<file path="config.mk">
export PLATFORM = sky130hd
export DESIGN_NAME = fp_wb_queue
export DESIGN_NICKNAME = d
export VERILOG_FILES = /design/src/rtl/fp_wb_pkg.sv /design/src/rtl/fp_wb_fifo.sv /design/src/rtl/fp_wb_queue.sv
export SDC_FILE = /design/constraint.sdc
export NUM_CORES = 1
export LEC_CHECK = 0
export ABC_AREA = 0
export ABC_CLOCK_PERIOD_IN_PS = 3500
export CAP_MARGIN = 0
export CORE_UTILIZATION = 40
export CTS_CLUSTER_DIAMETER = 50
export DETAILED_ROUTE_END_ITERATION = 8
export GPL_TIMING_DRIVEN = 0
export PLACE_DENSITY = 0.59
export SLEW_MARGIN = 20
export SYNTH_ARGS = -nofsm -noshare
export SYNTH_HDL_FRONTEND = slang
export SYNTH_SLANG_ARGS = --single-unit
</file>
<file path="constraint.sdc">
create_clock -name clk -period 3.5 [get_ports clk]
set_input_delay 1.05 -clock clk [delete_from_list [all_inputs] [get_ports clk]]
set_output_delay 1.05 -clock clk [all_outputs]
set_load 0.005 [all_outputs]
</file>
<file path="src/rtl/fp_wb_pkg.sv">
// Shared types and widths for the FP writeback queue.
// Optional same-cycle bypass is enabled with FP_WB_BYPASS_EN.
package fp_wb_pkg;

    localparam int TAG_W     = 5;
    localparam int DST_W     = 5;
    localparam int DATA_W    = 32;
    localparam int DEPTH_DEF = 4;

    typedef struct packed {
        logic [TAG_W-1:0]  tag;
        logic [DST_W-1:0]  dst;
        logic [DATA_W-1:0] data;
    } fp_wb_entry_t;

endpackage

</file>
<file path="src/rtl/fp_wb_fifo.sv">
// In-order result storage for the FP writeback queue.
// Head is shown combinationally and reads zero when empty.
module fp_wb_fifo
    import fp_wb_pkg::*;
#(
    parameter int DEPTH = DEPTH_DEF,
    localparam int AW   = $clog2(DEPTH)
) (
    input  logic         clk,
    input  logic         rst,
    input  logic         push_i,
    input  logic         pop_i,
    input  fp_wb_entry_t wdata_i,
    output fp_wb_entry_t rdata_o,
    output logic [AW:0]  count_o,
    output logic         empty_o,
    output logic         full_o
);

    fp_wb_entry_t  mem_q [DEPTH];
    logic [AW-1:0] wr_ptr_q, wr_ptr_d;
    logic [AW-1:0] rd_ptr_q, rd_ptr_d;
    logic [AW:0]   count_q, count_d;
    logic          do_push, do_pop;

    assign empty_o = (count_q == '0);
    assign full_o  = (count_q == (AW+1)'(DEPTH));
    assign count_o = count_q;
    assign rdata_o = empty_o ? '0 : mem_q[rd_ptr_q];

    // A pop frees the slot a same-cycle push needs when full
    assign do_pop  = pop_i & ~empty_o;
    assign do_push = push_i & (~full_o | do_pop);

    // Pointer and occupancy next state; pointers wrap naturally
    always_comb begin
        wr_ptr_d = wr_ptr_q;
        rd_ptr_d = rd_ptr_q;
        count_d  = count_q;
        if (do_push) wr_ptr_d = wr_ptr_q + AW'(1);
        if (do_pop)  rd_ptr_d = rd_ptr_q + AW'(1);
        if (do_push && !do_pop) count_d = count_q + (AW+1)'(1);
        if (!do_push && do_pop) count_d = count_q - (AW+1)'(1);
    end

    // Control state register with asynchronous clear
    always_ff @(posedge clk or posedge rst) begin
        if (rst) begin
            wr_ptr_q <= '0;
            rd_ptr_q <= '0;
            count_q  <= '0;
        end else begin
            wr_ptr_q <= wr_ptr_d;
            rd_ptr_q <= rd_ptr_d;
            count_q  <= count_d;
        end
    end

    // Entry storage; contents are only visible while counted
    always_ff @(posedge clk) begin
        if (do_push) mem_q[wr_ptr_q] <= wdata_i;
    end

endmodule

</file>
<file path="src/rtl/fp_wb_queue.sv">
// FP writeback queue: buffers FPU results for the CDB with issue credits.
// Define FP_WB_BYPASS_EN for 0-cycle forwarding into an empty queue.
module fp_wb_queue
    import fp_wb_pkg::*;
#(
    parameter int DEPTH = DEPTH_DEF
) (
    input  logic              clk,
    input  logic              rst,
    input  logic              issue_fire,
    input  logic              wr_en_fp,
    input  logic [TAG_W-1:0]  tag_fp,
    input  logic [DST_W-1:0]  dst_fp,
    input  logic [DATA_W-1:0] result,
    input  logic              cdb_grant,
    output logic              cdb_req,
    output logic              cdb_valid,
    output logic [TAG_W-1:0]  cdb_tag,
    output logic [DST_W-1:0]  cdb_dst,
    output logic [DATA_W-1:0] cdb_data,
    output logic              can_issue,
    output logic              overflow
);

    localparam int CW = $clog2(DEPTH) + 1;

    fp_wb_entry_t  in_ent, head_ent, out_ent;
    logic [CW-1:0] occ;
    logic [CW-1:0] inflight_q, inflight_d;
    logic [CW:0]   credit_sum;
    logic          overflow_q, overflow_d;
    logic          empty, full;
    logic          push, pop, issue_ok, byp;

    assign in_ent = '{tag: tag_fp, dst: dst_fp, data: result};

    fp_wb_fifo #(
        .DEPTH (DEPTH)
    ) u_fifo (
        .clk     (clk),
        .rst     (rst),
        .push_i  (push),
        .pop_i   (pop),
        .wdata_i (in_ent),
        .rdata_o (head_ent),
        .count_o (occ),
        .empty_o (empty),
        .full_o  (full)
    );

`ifdef FP_WB_BYPASS_EN
    // Empty queue forwards the arriving result straight to the CDB
    assign byp     = empty & wr_en_fp & ~rst;
    assign out_ent = byp ? in_ent : head_ent;
    assign cdb_req = ~empty | byp;
`else
    // Every result is registered before it can be broadcast
    assign byp     = 1'b0;
    assign out_ent = head_ent;
    assign cdb_req = ~empty;
`endif

    assign cdb_valid = cdb_req & cdb_grant;
    assign cdb_tag   = out_ent.tag;
    assign cdb_dst   = out_ent.dst;
    assign cdb_data  = out_ent.data;

    // A granted bypass consumes the result without storing it
    assign pop  = cdb_valid & ~empty;
    assign push = wr_en_fp & ~(byp & cdb_grant);

    assign credit_sum = {1'b0, occ} + {1'b0, inflight_q};
    assign can_issue  = credit_sum < (CW+1)'(DEPTH);
    assign issue_ok   = issue_fire & can_issue;
    assign overflow   = overflow_q;

    // Credit and protocol-error next state
    always_comb begin
        inflight_d = inflight_q;
        if (issue_ok && !wr_en_fp) begin
            inflight_d = inflight_q + CW'(1);
        end else if (!issue_ok && wr_en_fp && inflight_q != '0) begin
            inflight_d = inflight_q - CW'(1);
        end
        overflow_d = overflow_q
                   | (issue_fire & ~can_issue)
                   | (wr_en_fp & full & ~pop)
                   | (wr_en_fp & (inflight_q == '0));
    end

    // Credit counter and sticky error flag
    always_ff @(posedge clk or posedge rst) begin
        if (rst) begin
            inflight_q <= '0;
            overflow_q <= 1'b0;
        end else begin
            inflight_q <= inflight_d;
            overflow_q <= overflow_d;
        end
    end

endmodule

</file>
## After elaboration in Yosys (flattened, before gate mapping)

Memory sizes are Yosys's and may differ from the RTL's.
Cells that the tools add are included.

| operators by class | value |
|---|---|
| $add $sub $neg | 7 |
| equal/unequal tests | 1 |
| reduce and logical (&&, ||, !) cells | 14 |
| multiplexer cells | 7 |
| bitwise logic cells | 17 |
| $lt $le $gt $ge | 1 |

Operators with widths:

| cell | count |
|---|---|
| $mux 42 | 1 |
| $mux 3 | 4 |
| $and 1x1->1 | 9 |
| $add 3x1->3 const B | 2 |
| $logic_not 3->1 | 2 |
| $sub 3x1->3 const B | 2 |
| $logic_and 1x1->1 | 5 |
| $add 2x1->2 const B | 2 |
| $add 3x3->4 | 1 |
| $logic_not 1->1 | 4 |
| $lt 4x3->1 const B | 1 |
| $not 1->1 | 4 |
| $or 1x1->1 | 4 |
| $reduce_bool 2->1 | 2 |
| $eq 3x3->1 const B | 1 |
| $reduce_bool 3->1 | 1 |
| $mux 1 | 2 |

| storage, ports and cells | value |
|---|---|
| bits in registers | 11 |
| output and inout port bits | 46 |
| memories | 1 |
| logic and storage cells | 53 |
| bits in writable memories | 168 |
| input bits | 47 |

Memory list:

| name | words | width | read ports | clocked after Yosys merged registers in | write ports | line | RTL |
|---|---|---|---|---|---|---|---|
| u_fifo.mem_q | 4 | 42 | 1 | 0 | 1 | fp_wb_fifo.sv:20 | `fp_wb_entry_t mem_q [DEPTH];` |

## Longest topological paths before layout

Gate-level depths: netlist of run 1.

| depth | value |
|---|---|
| word-level depth | 10 |
| mapped depth | 10 |
| gate-level depth less buffers | 9 |

## By module

Synthesis of run 1 repeated with hierarchy kept, for this count alone.

| second synthesis, totals | value |
|---|---|
| cell total of the unflattened synthesis | 349 |
| area total of the unflattened synthesis | 7165.6 um^2 |

Modules (own cells, without submodules):

| module | cells each | area each (um^2) | seq. area each (um^2) | instances |
|---|---|---|---|---|
| fp_wb_fifo | 322 | 6869.1 | 5220.0 | 1 |
| fp_wb_queue | 27 | 296.5 | 100.1 | 1 |

## Worst setup path after synthesis of run 1

Ideal clock, no wire load.

| path | value |
|---|---|
| path type | input to register |
| start | input cdb_grant |
| end | memory u_fifo.mem_q[0][0] in the netlist's numbering, enable pin |
| stages on the path | 4 |
| library setup time | 403 ps |
| arrival | 2475 ps |
| data required time | 3097 ps |
| buffers on the path | 1 |
| slack | 622 ps |
| cell sequence | nor4b_1 > nor2b_1 > clkbuf_1 > and2_1 |

| between the ends | value |
|---|---|
| longest elaborated chain between the ends | 7 |

RTL lines:

| item | line | RTL |
|---|---|---|
| start, declared | fp_wb_queue.sv:15 | `input logic cdb_grant,` |
| $and 1x1->1 | fp_wb_queue.sv:63 | `assign cdb_valid = cdb_req & cdb_grant;` |
| $and 1x1->1 | fp_wb_queue.sv:69 | `assign pop = cdb_valid & ~empty;` |
| $and 1x1->1 | fp_wb_fifo.sv:32 | `assign do_pop = pop_i & ~empty_o;` |
| $or 1x1->1 | fp_wb_fifo.sv:33 | `assign do_push = push_i & (~full_o \| do_pop);` |
| $and 1x1->1 | fp_wb_fifo.sv:33 |  |
| $mux 1 | fp_wb_fifo.sv:61 | `if (do_push) mem_q[wr_ptr_q] <= wdata_i;` |
| $mux 1 (implied by the code) | fp_wb_fifo.sv:61 |  |
| end, declared | fp_wb_fifo.sv:20 |  |

Every way passes these cells.

## Worst setup path after layout of run 1

| path | value |
|---|---|
| start | register u_fifo.rd_ptr_q[0] |
| end | output cdb_data[17] |

| between the ends | value |
|---|---|
| longest elaborated chain between the ends | 2 |

RTL lines:

| item | line | RTL |
|---|---|---|
| start, declared | fp_wb_fifo.sv:22 | `logic [AW-1:0] rd_ptr_q, rd_ptr_d;` |
| start signal, assigned | fp_wb_fifo.sv:54 | `rd_ptr_q <= rd_ptr_d;` |
| $mem_v2 4x42 | -- |  |
| $mux 42 | fp_wb_fifo.sv:29 | `assign rdata_o = empty_o ? '0 : mem_q[rd_ptr_q];` |
| end, declared | fp_wb_queue.sv:20 | `output logic [DATA_W-1:0] cdb_data,` |

Every way passes these cells.

==> results by group, run 1 <==
Yosys
  • Top cell type's share of synthesized area: 71.7%
  • Post-synthesis adder-cell area fraction: 1.81%
  • Count of different cell masters after synthesis: 31
  • Yosys Warn Count: 0
  • Largest family of logic cells by synthesized area: multiplexers
  • Gate Count Post-Synth: 331
  • Count leader, synth: edfxtp_1
  • Async SR Flop Fraction: 6.15%
  • Net Count, Synth: a little under 400
  • Syn avg cell area: 21.3 µm²
  • Post-Syn Area: about 7000 µm²
  • Xor-xnor portion of the synthesized cell area: less than 1%
  • Simple-gate area share of the yosys netlist: 5.76%
  • Leading register cell type out of synthesis: edfxtp_1
  • Post-synth top cells: edfxtp_1 (168), and2_1 (48), mux4_2 (42)
  • Number of synthesized flops with an enable pin: 168
  • Area leader, netlist: edfxtp_1
  • Post-synthesis sequential area ratio: 75.6%
  • Seq cells post-synth: roughly 180
  • Mux contribution to synthesized area: 13.9%
  • Ranking of synthesized cells by area: edfxtp_1 (72%), mux4_2 (13%), and2_1 (4.3%), dfrtp_1 (3.9%), ha_1 (1.2%)
  • Compound-gate portion of the synthesized area: 0.373%

Clocking
  • Worst-path clk slew: ~0.060 ns
  • Clock Tree Buf Depth: 2
  • CTS Buf Count: 17
  • Htree depth: 4
  • CTS tree: built
  • Clk root buf: clkbuf_16
  • Clk sinks: 179
  • Clock latency on the worst-skew pair: a little over 0.4 ns

Layout
  • Final core occ: 51.7%
  • Filler cells: 1410
  • Final layout net count: 497
  • Ratio of cells with drive above 1 in the final layout: 21.2%
  • Area of the multi-input gates: 1630 µm²
  • FF+latch area: about 5300 µm²
  • Layout area overhead: 26.6%
  • Diode count: 0

Critical path
  • Worst EP required: 2.45 ns
  • Peak fanout along the critical path: 10
  • Slowest stage delay, CP: 0.52 ns
  • Critical Path AT: between 2 and 2.5 ns
  • CP startpoint: u_fifo.rd_ptr_q[0]$_DFFE_PP0N_
  • Cell-by-cell listing of the critical path: clkbuf_4 > buf_6 > mux4_2 > and2_1 > clkdlybuf4s50_1
  • Startpoint types: flop
  • Endpoint class of the critical path: output port
  • Worst r2r src: u_fifo.count_o[2]$_DFFE_PP0P_
  • Crit-path slowest cell: mux4_2
  • Setup CP Type: flop to output port

Power and ir drop
  • Lkg Pwr: between 2 and 3 nW
  • Clock share of power: 25.3%
  • Register share of total power: 38.3%
  • Pwr/cell area: 866 nW/µm²
  • Switching share of power: between 20% and 30%
  • Combinational share of power: 36.4%
  • Max VDD drop: 0.396 mV
  • Internal power: 5.66 mW
  • Psw: 2.06 mW
  • Total power: 7.71 mW

Global route
  • Largest net degree at the start of global routing: 43
  • Initial antenna violation count: 0
  • First-pass GRT wire length: a little under 20000 µm
  • Vias in the first global route: 3653
  • Overall Global Routing Usage: 15.3%
  • GRT overflow: 0

Job
  • Max-capacitance violation count: 0

Detailed routing
  • Routed WL: ~13000 µm
  • ANT nets after route: 0
  • Wire length per cell: 18.7 µm
  • Via count: 3331
  • Drt initial violations: 116
  • Drt pass-1 iters: 4
  • # DRC: 0
  • Vias per inst: around 4.9

STA
  • Peak Freq: 0.296 GHz
  • Final period util: 96.4%
  • Final min period: 3.37 ns
  • Total negative slack: 0 ns
  • Max-slew headroom: 53.5%
  • Final hold slack: 0.472 ns
  • Skew final: 0.00593 ns
  • Final worst setup slack: 0.127 ns
  • Final hold vios: 0
  • Worst slew pin tran: 0.698 ns
  • RSZ-0062 raised after global routing: no
  • # setup viols final: 0
  • Max Transition Viols Final: 0

Outcome
  • Status: complete, no violations

Hold path
  • Worst hold path class: flop to flop
  • Worst hold start: overflow$_DFF_PP0_

Floorplan
  • Core area: approximately 17000 µm²
  • Starting Density: roughly two fifths
  • Die Span Y: approximately 130 µm
  • Core Rows: 48
  • Area of the die: 18100 µm²
  • Die W: 135 µm
  • # IOs: 93

Placement
  • DP Wirelength: 7450 µm
  • Pre-CTS setup slack: ~0.080 ns
  • Placer Congestion: 0.728
  • PortBufs: 92
## per-stage QoR
step | instance area, µm² | instances
2_1_floorplan | 7040 | 331
3_3_place_gp | 8240 | 648
3_5_place_dp | 8250 | 648
4_1_cts | 8880 | 679
5_1_grt | 8900 | 678
6_report | 8900 | 678
## repair_timing
action                     4_1_cts  5_1_grt
resized for setup               12        7
buffers inserted                 0        0
pin swaps                        0        0
setup endpoints to repair       40       39
hold buffers                     0        0
## metal layers
metal	GRT usage (%)	up-vias	wire length, µm
met1	18.6	1724	5330
met2	25.7	69	6580
met4	4.68	0	110
li1	-	1530	-
met3	5.22	8	626
met5	0	-	0
## cell type report
cell class	count	share of cell area, %
Buffer	15	1.26
Clock buffer	17	4.78
Clock inverter	14	2.11
Inverter	8	0.337
Multi-Input combinational cell	128	18.3
Sequential cell	179	59.8
Tap cell	225	3.16
Timing Repair Buffer	92	10.3
## flip-flops by register name (all words and copies together), names as in the netlist
| register | count |
|---|---|
| u_fifo.count_o | 3 |
| u_fifo.wr_ptr_q | 2 |
| u_fifo.mem_q | 168 |
| inflight_q | 3 |
| u_fifo.rd_ptr_q | 2 |
| overflow | 1 |
## placed cells by master (no fill, tap or decap), types with 2 or more instances in the layout
| cell | count |
|---|---|
| edfxtp_1 | 168 |
| clkdlybuf4s50_1 | 92 |
| and2_1 | 44 |
| mux4_2 | 42 |
| clkbuf_16 | 17 |
| dfrtp_1 | 11 |
| inv_1 | 8 |
| ha_1 | 7 |
| xnor2_1 | 5 |
| clkbuf_2 | 5 |
| clkinv_2 | 5 |
| clkbuf_4 | 4 |
| and2_4 | 4 |
| bufinv_16 | 4 |
| buf_6 | 3 |
| xor2_1 | 3 |
| clkinv_4 | 3 |
| mux2i_1 | 2 |
| nand2_1 | 2 |
| fa_1 | 2 |
## final timing paths
kind | slack (ns) | cells past startpoint | endpoint
max | 0.13 | 5 | cdb_data[17]
min | 0.47 | 1 | overflow$_DFF_PP0_
max reg2reg | 1.09 | 6 | inflight_q[1]$_DFFE_PP0P_
min reg2reg | 0.47 | 1 | overflow$_DFF_PP0_
max in group asynchronous | 2.22 | 2 | u_fifo.rd_ptr_q[1]$_DFFE_PP0N_
min in group asynchronous | 0.95 | 2 | overflow$_DFF_PP0_
## worst max-delay path, delay by kind of cell (launching register included)
kind | cells | cell delay (ns)
multiplexers | 1 | 0.52
buffers and inverters | 3 | 0.89
flip-flops | 1 | 0.32
AND/OR/NAND/NOR | 1 | 0.18
## kinds of logic (layout without fill, tap and decap cells)
logic type	Yosys count	in the layout
muxes	45	45
adders and majority gates	9	9
buffers and inverters	24	146
AOI/OAI and AO/OA	4	4
and+or+nand+nor	62	62
xor gates and xnor gates	8	8
DFF	179	179
## power by group through the flow
stage | Combinational [mW] | Clock, mW | Sequential, mW
after global routing | 3.07 | 2.08 | 3.00
after floorplan | 1.55 | 0 | 2.97
after CTS | 2.88 | 1.99 | 2.96
after detailed placement | 2.83 | 0 | 3.00
after global placement | 2.80 | 0 | 3.01
final | 2.81 | 1.95 | 2.95
Note: power is estimated with default switching activity, not from simulation.
==> run 2, diff against run 1 <==
Settings changed: CTS_CLUSTER_SIZE from default to 30.
==> results of run 2 <==
Same layout as run 1: the final DEF is identical, and so are final timing and power.
